==> src/rtl/traffic_sequencer.sv <==
// traffic_sequencer: demand-driven NS/EW phase controller with pedestrian scramble; define TRAFFIC_FLASH_EN for flash mode
module traffic_sequencer #(
  parameter int TICK_DIV  = 50000000,
  parameter int GREEN_MIN = 10,
  parameter int GREEN_MAX = 20,
  parameter int YELLOW_T  = 3,
  parameter int ALLRED_T  = 3,
  parameter int WALK_T    = 8
) (
  input  logic       clk,
  input  logic       clr_n,
  input  logic       ns_car,
  input  logic       ew_car,
  input  logic       ped_req,
`ifdef TRAFFIC_FLASH_EN
  input  logic       flash,
`endif
  output logic [5:0] lights,
  output logic       walk,
  output logic       tick,
  output logic [2:0] phase
);
  localparam int CW = $clog2(TICK_DIV);
  localparam logic [CW-1:0] TLAST = CW'(TICK_DIV - 1);
  localparam logic [4:0] GMN = 5'(GREEN_MIN - 1);
  localparam logic [4:0] GMX = 5'(GREEN_MAX - 1);
  localparam logic [4:0] YEL = 5'(YELLOW_T - 1);
  localparam logic [4:0] ARD = 5'(ALLRED_T - 1);
  localparam logic [4:0] WLK = 5'(WALK_T - 1);
  typedef enum logic [2:0] {
    NS_GREEN  = 3'd0,
    NS_YELLOW = 3'd1,
    NS_ALLRED = 3'd2,
    EW_GREEN  = 3'd3,
    EW_YELLOW = 3'd4,
    EW_ALLRED = 3'd5,
    PED_WALK  = 3'd6
`ifdef TRAFFIC_FLASH_EN
    , FLASH   = 3'd7
`endif
  } state_t;
  state_t st, nxt;
  logic [CW-1:0] cnt;
  logic [4:0] timer;
  logic ped_pending, next_dir, ar_done;
  assign tick = cnt == TLAST;
  assign ar_done = tick && timer == ARD;
  always_comb begin
    nxt = st;
    case (st)
      NS_GREEN:  nxt = tick && (ew_car || ped_pending) && timer >= (ns_car ? GMX : GMN) ? NS_YELLOW : st;
      NS_YELLOW: nxt = tick && timer == YEL ? NS_ALLRED : st;
      NS_ALLRED: nxt = ar_done ? (ped_pending ? PED_WALK : EW_GREEN) : st;
      EW_GREEN:  nxt = tick && (ns_car || ped_pending) && timer >= (ew_car ? GMX : GMN) ? EW_YELLOW : st;
      EW_YELLOW: nxt = tick && timer == YEL ? EW_ALLRED : st;
      EW_ALLRED: nxt = ar_done ? (ped_pending ? PED_WALK : NS_GREEN) : st;
      PED_WALK:  nxt = tick && timer == WLK ? (next_dir ? NS_GREEN : EW_GREEN) : st;
`ifdef TRAFFIC_FLASH_EN
      FLASH:     nxt = tick && !flash ? NS_ALLRED : st;
`endif
      default:   nxt = NS_ALLRED;
    endcase
`ifdef TRAFFIC_FLASH_EN
    if (flash) nxt = FLASH;
`endif
  end
  // next_dir: 1 selects NS green after a walk, 0 selects EW
  always_ff @(posedge clk or negedge clr_n)
    if (!clr_n) begin
      st          <= NS_GREEN;
      cnt         <= '0;
      timer       <= '0;
      ped_pending <= 1'b0;
      next_dir    <= 1'b0;
    end else begin
      st          <= nxt;
      cnt         <= tick ? '0 : cnt + 1'b1;
      timer       <= nxt != st ? 5'd0 : tick && timer != 5'd31 ? timer + 5'd1 : timer;
`ifdef TRAFFIC_FLASH_EN
      ped_pending <= !flash && (ped_req || (ped_pending && !(nxt == PED_WALK && st != PED_WALK)));
`else
      ped_pending <= ped_req || (ped_pending && !(nxt == PED_WALK && st != PED_WALK));
`endif
      next_dir    <= ar_done && st == NS_ALLRED ? 1'b0 : ar_done && st == EW_ALLRED ? 1'b1 : next_dir;
    end
`ifdef TRAFFIC_FLASH_EN
  logic blink;
  always_ff @(posedge clk or negedge clr_n)
    if (!clr_n) blink <= 1'b0;
    else blink <= st == FLASH ? blink ^ tick : 1'b0;
  assign lights = st == FLASH     ? {blink, 3'b000, blink, 1'b0} :
                  st == NS_GREEN  ? 6'b100_001 :
                  st == NS_YELLOW ? 6'b100_010 :
                  st == EW_GREEN  ? 6'b001_100 :
                  st == EW_YELLOW ? 6'b010_100 : 6'b100_100;
`else
  assign lights = st == NS_GREEN  ? 6'b100_001 :
                  st == NS_YELLOW ? 6'b100_010 :
                  st == EW_GREEN  ? 6'b001_100 :
                  st == EW_YELLOW ? 6'b010_100 : 6'b100_100;
`endif
  assign walk  = st == PED_WALK;
  assign phase = st;
endmodule

==> config.mk <==
export PLATFORM = sky130hd
export DESIGN_NAME = traffic_sequencer
export DESIGN_NICKNAME = d
export VERILOG_FILES = /design/src/rtl/traffic_sequencer.sv
export SDC_FILE = /design/constraint.sdc
export NUM_CORES = 1
export LEC_CHECK = 0
export BUFFER_PORTS_ARGS = -buffer_cell sky130_fd_sc_hd__buf_2
export CAP_MARGIN = 20
export CORE_MARGIN = 2
export CORE_UTILIZATION = 64
export DETAILED_ROUTE_END_ITERATION = 7
export GPL_ROUTABILITY_DRIVEN = 0
export PLACE_DENSITY = 0.84
export SETUP_SLACK_MARGIN = 0.05
export SKIP_CTS_REPAIR_TIMING = 1
export SYNTH_ARGS = -nofsm -noshare
export SYNTH_HDL_FRONTEND = slang
export SYNTH_SLANG_ARGS = --single-unit
export TNS_END_PERCENT = 100
==> constraint.sdc <==
create_clock -name clk -period 3.6 [get_ports clk]
set_clock_uncertainty 0.1 [all_clocks]
set_input_delay 0.36 -clock clk [delete_from_list [all_inputs] [get_ports clk]]
set_output_delay 0.36 -clock clk [all_outputs]
set_load 0.05 [all_outputs]
# ---- After elaboration in Yosys (flattened, before gate mapping)
# Cells that the tools add are included.
dict set report classes {
  add_sub_neg 2
  order_cmp 2
  eq_ne 13
  muxes 22
  n_reduce_logical 18
}
# cell count
set ops {}
lappend ops {{$mux W3} 9}
lappend ops {{$add A26 B1 Y26 const B} 1}
lappend ops {{$eq A26 B26 Y1 const B} 1}
lappend ops {{$mux W26} 1}
lappend ops {{$mux W6} 4}
lappend ops {{$pmux W3 S7} 1}
lappend ops {{$mux W5} 4}
lappend ops {{$eq A3 B3 Y1 const B} 4}
lappend ops {{$logic_and A1 B1 Y1} 11}
lappend ops {{$ge A5 B5 Y1} 2}
lappend ops {{$eq A3 B2 Y1 const B} 2}
lappend ops {{$add A5 B1 Y5 const B} 1}
lappend ops {{$eq A5 B2 Y1 const B} 1}
lappend ops {{$eq A5 B3 Y1 const B} 1}
lappend ops {{$ne A5 B5 Y1 const B} 1}
lappend ops {{$reduce_bool A2 Y1} 2}
lappend ops {{$eq A3 B1 Y1 const B} 1}
lappend ops {{$logic_not A3 Y1} 1}
lappend ops {{$logic_or A1 B1 Y1} 3}
lappend ops {{$ne A3 B3 Y1} 1}
lappend ops {{$ne A3 B3 Y1 const B} 1}
lappend ops {{$mux W1} 2}
lappend ops {{$mux W2} 1}
lappend ops {{$logic_not A1 Y1} 1}
dict set report totals {
  reg_bits 36
  inputBits 5
  output_inout_bits 11
}

# ---- Logic depth before layout (Yosys ltp)
dict set report logic_depth {
  word_depth 10
  ltp_mapped 9
  mapped_depth_nobuf 9
}

# ---- Worst setup path before layout
# OpenSTA, ideal clock, no wires.
dict set report synth_path {
  path_kind {register -> register}
  startpoint {register st[2] (netlist: phase[2])}
  endpoint {register timer[2]}
  setup_ns 0.098
  arrival_time_ns 2.968
  slack_ns 0.434
  path_stages_with_launch 9
  path_buffers 1
  synth_period_minus_slack_ns 3.166
  cell_sequence {dfrtp_1 -> clkbuf_1 -> or2_2 -> nor2_1 -> o21ai_0 -> o22a_1 -> o211ai_4 -> xor2_2 -> nor4bb_2}
}
dict set report synth_via {
  elab_chain_cells 4
  word_cells_on_any_way 18
}
# item line_no
set synth_rtl {}
lappend synth_rtl {{start, declared} 42} ;# state_t st, nxt;
lappend synth_rtl {{start signal, assigned} 76} ;# st <= nxt;
lappend synth_rtl {{$eq A3 B3 Y1, or another cell as far along} 50} ;# case (st)
lappend synth_rtl {{$pmux W3 S7 *} 50}
lappend synth_rtl {{via nxt[0]} 42}
lappend synth_rtl {{$ne A3 B3 Y1 *} 78} ;# timer <= nxt != st ? 5'd0 : tick && timer != 5'd31 ? timer + 5'd1 : timer;
lappend synth_rtl {{$mux W5 / $reduce_bool A2 Y1 (equally long branches)} -}
lappend synth_rtl {{end signal, assigned} 78}
lappend synth_rtl {{end, declared} 44} ;# logic [4:0] timer;
# Mark *: on every way through the listed nets, which the timed path passes. The rest lies on a longest branch.
# A chain may end at the register's enable or synchronous reset.

# ---- Final worst setup path
dict set report layout_path {
  startpoint {register cnt[20]}
  endpoint {output tick}
}
dict set report layout_via {
  elab_chain_cells 1
}
# item line_no
set layout_rtl {}
lappend layout_rtl {{start, declared} 43} ;# logic [CW-1:0] cnt;
lappend layout_rtl {{start signal, assigned} 77} ;# cnt <= tick ? '0 : cnt + 1'b1;
lappend layout_rtl {{$eq A26 B26 Y1} 46} ;# assign tick = cnt == TLAST;
lappend layout_rtl {{end, declared} 20} ;# output logic tick,
# No other way between the ends.

==> impl_metrics.tcl <==
set metrics [dict create \
    clock_path_buffers 2 \
    cts_buffers 5 \
    synth_ff_type "dfrtp_1" \
    drt_wl_total_mm 4.30 \
    cp_data_required_time_ps 3140 \
    p_comb_share_pct 1.8 \
    outcome "finished with violations" \
    hpwl_mm 3.10 \
    wire_per_inst_um 14.8 \
    coreArea_um2 3280 \
    p_seq_share_pct 55.1 \
    hp-class "primary input to asynchronous set/reset pin" \
    antennaDiodeCount 0 \
    peakVddDrop_mv 0.215 \
    synth-seq-cells 36 \
    total_leakage_power_uw 0.00114 \
    yosysWarnings 0 \
    yosys.area.top_type "dfrtp_1" \
    critPathCaptureType "output pin" \
    setup_viol 0 \
    seq_area_frac_synth_pct 41.5 \
    reg2reg_to "ped_pending" \
    swShare_pct 19.4 \
    final-hold-violation-count 36 \
    antenna_found_initial 0 \
    clockRootBuffer "clkbuf_4" \
    syn_avg_cell_area_um2 9.61 \
    endpoint "tick" \
    crit_arrival_ps 2230 \
    htree_levels 2 \
    rsz0062_at_grt "false" \
    yosysTopAreaCellShare_pct 41.5 \
    via_per_inst 5.86 \
    grt_pass1_vias 1698 \
    grt_first_pass_wirelength_mm 7.53 \
    grt_max_degree 37 \
    drt-initial-drc-count 96 \
    grt-ovfl-total 0 \
    whs_ps -21.1 \
    fin_nets 259 \
    io_pins 16 \
    final.period_utilization_pct 74.8 \
    worstReg2RegStart "cnt[0]" \
    final_antenna_net_count 0 \
    syn-cell-area_um2 2170 \
    start_util_pct 66.1 \
    violations "negative hold slack" \
    setup-tns-final_ps 0 \
    via_count 1705 \
    crit_fanout 15 \
    syn_nets 241 \
    async_flop_share_pct 100 \
    synthToLayoutAreaGrowth_pct 9.56 \
    clk_latency_ps 330 \
    cts_tree "built" \
    relSlewSlack_pct 50.0 \
    drc 0 \
    drv_slew 0 \
    io_buffers 15 \
    switchingPower_uw 142 \
    layout_setup_ws_ps 908 \
    fmax_mhz 372 \
    die-area_um2 3880 \
    cts_num_sinks 36 \
    ff2ff_path_depth 8 \
    p_clk_share_pct 43.1 \
    grtUsageTotal_pct 24.4 \
    dieHeight_um 62.3 \
    die_w_um 62.3 \
    yosys.cell_types.count 52 \
    worst_slew_pin_slew_ps 750 \
    synth_edf_count 0 \
    syn_inst 226 \
    intPower_uw 591 \
    rows 21 \
    period_minus_slack_ps 2690 \
    cap_violations 0 \
    clk_pin_slew_ps 100 \
    p_per_area_nw_per_um2 308 \
    crit_type "register to output pin" \
    crit_start "cnt[20]" \
    synth_area_leaders "dfrtp_1 41%, xor2_1 6.5%, nor2_1 6.0%" \
    drive_gt1_share_pct 15.5 \
    final_cell_mix "36 x dfrtp_1, 35 x nor2_1, 19 x nand2_1, 16 x xor2_1, 15 x buf_2" \
    start_kind "register" \
    drt_first_pass_iters 4 \
    pre_cts_ws_ps 1030 \
    r2r_setup_slack_ps 1010 \
    mostFrequentLayoutCell "dfrtp_1" \
]
synth_stat cells, drive strengths merged (2+ instances only):
master / instances
dfrtp: 36
nor2: 35
nand2: 19
xor2: 17
nand3: 12
ha: 10
xnor2: 10
nand4: 8
nor3: 7
a21oi: 6
and3: 6
o21ai: 6
inv: 5
nand2b: 4
and2: 3
and4: 3
clkbuf: 3
nor2b: 3
a21o: 2
a31o: 2
buf: 2
nand3b: 2
nor4: 2
o2111ai: 2
o211ai: 2
or2: 2
or3: 2
or4b: 2
routing by layer:
metal	up-vias	routed length (um)	track usage (%)
met4	0	56	9.44
met5	-	0	0
met2	28	2090	41.0
li1	833	-	-
met3	6	139	4.89
met1	838	2010	31.1
worst max-delay path: stages, from the launching register on:
cell and delay (ps):
dfrtp_1 440, nand4_1 230, or3_1 440, nor3_2 220, buf_4 270, buf_2 290
cell families (layout without fill, tap and decap cells):
group	Yosys count	count (layout)	synth area share, %
flops	36	36	41.5
compound gates	26	26	9.22
xor+xnor	27	27	11.2
simple gates	115	115	29.0
buf+inv	10	29	2.13
mux	2	2	1.15
fa+ha+maj	10	10	5.76
sequential cells by signal, summed over array words and instances, names as in the netlist:
register,count
ped_pending,1
phase,3
timer,5
next_dir,1
cnt,26
power groups by stage:
| stage | combinational, uW | sequential [uW] | clock, uW |
|---|---|---|---|
| floorplan | 2.54 | 412 | 0 |
| global placement | 13.6 | 412 | 0 |
| detailed placement | 14.0 | 412 | 0 |
| CTS | 14.1 | 404 | 320 |
| global route | 16.0 | 404 | 338 |
| finish | 13.3 | 404 | 316 |
final cells by class:
type / instances / area, um2
multi-input combinational: 180 / 1220
fill: 245 / 905
sequential: 36 / 901
timing repair buffer: 16 / 82.6
clock buffer: 7 / 65.1
tap: 46 / 57.6
clock inverter: 1 / 30.0
inverter: 5 / 18.8
worst min-delay path by stage:
stage	from	to	slack, ps	cells past startpoint
detailed placement	clr_n	cnt[13]	380	1
CTS	clr_n	cnt[13]	10	1
global placement	cnt[0]	cnt[0]	360	1
global route	clr_n	cnt[14]	30	1
floorplan	clr_n	cnt[0]	-40	0
finish	clr_n	cnt[14]	-20	1
per-stage QoR:
| step | utilization, % | std cells | instance area [um2] | power [uW] |
|---|---|---|---|---|
| after floorplan | - | 226 | 2170 | 415 |
| after global placement | 69.6 | 283 | 2280 | 426 |
| after detailed placement | 69.6 | 283 | 2280 | 426 |
| after CTS | 72.5 | 291 | 2380 | 738 |
| after global routing | 72.5 | 291 | 2380 | 758 |
| final | 72.5 | 291 | 2380 | 734 |
Power figures use the tool's default switching activity.
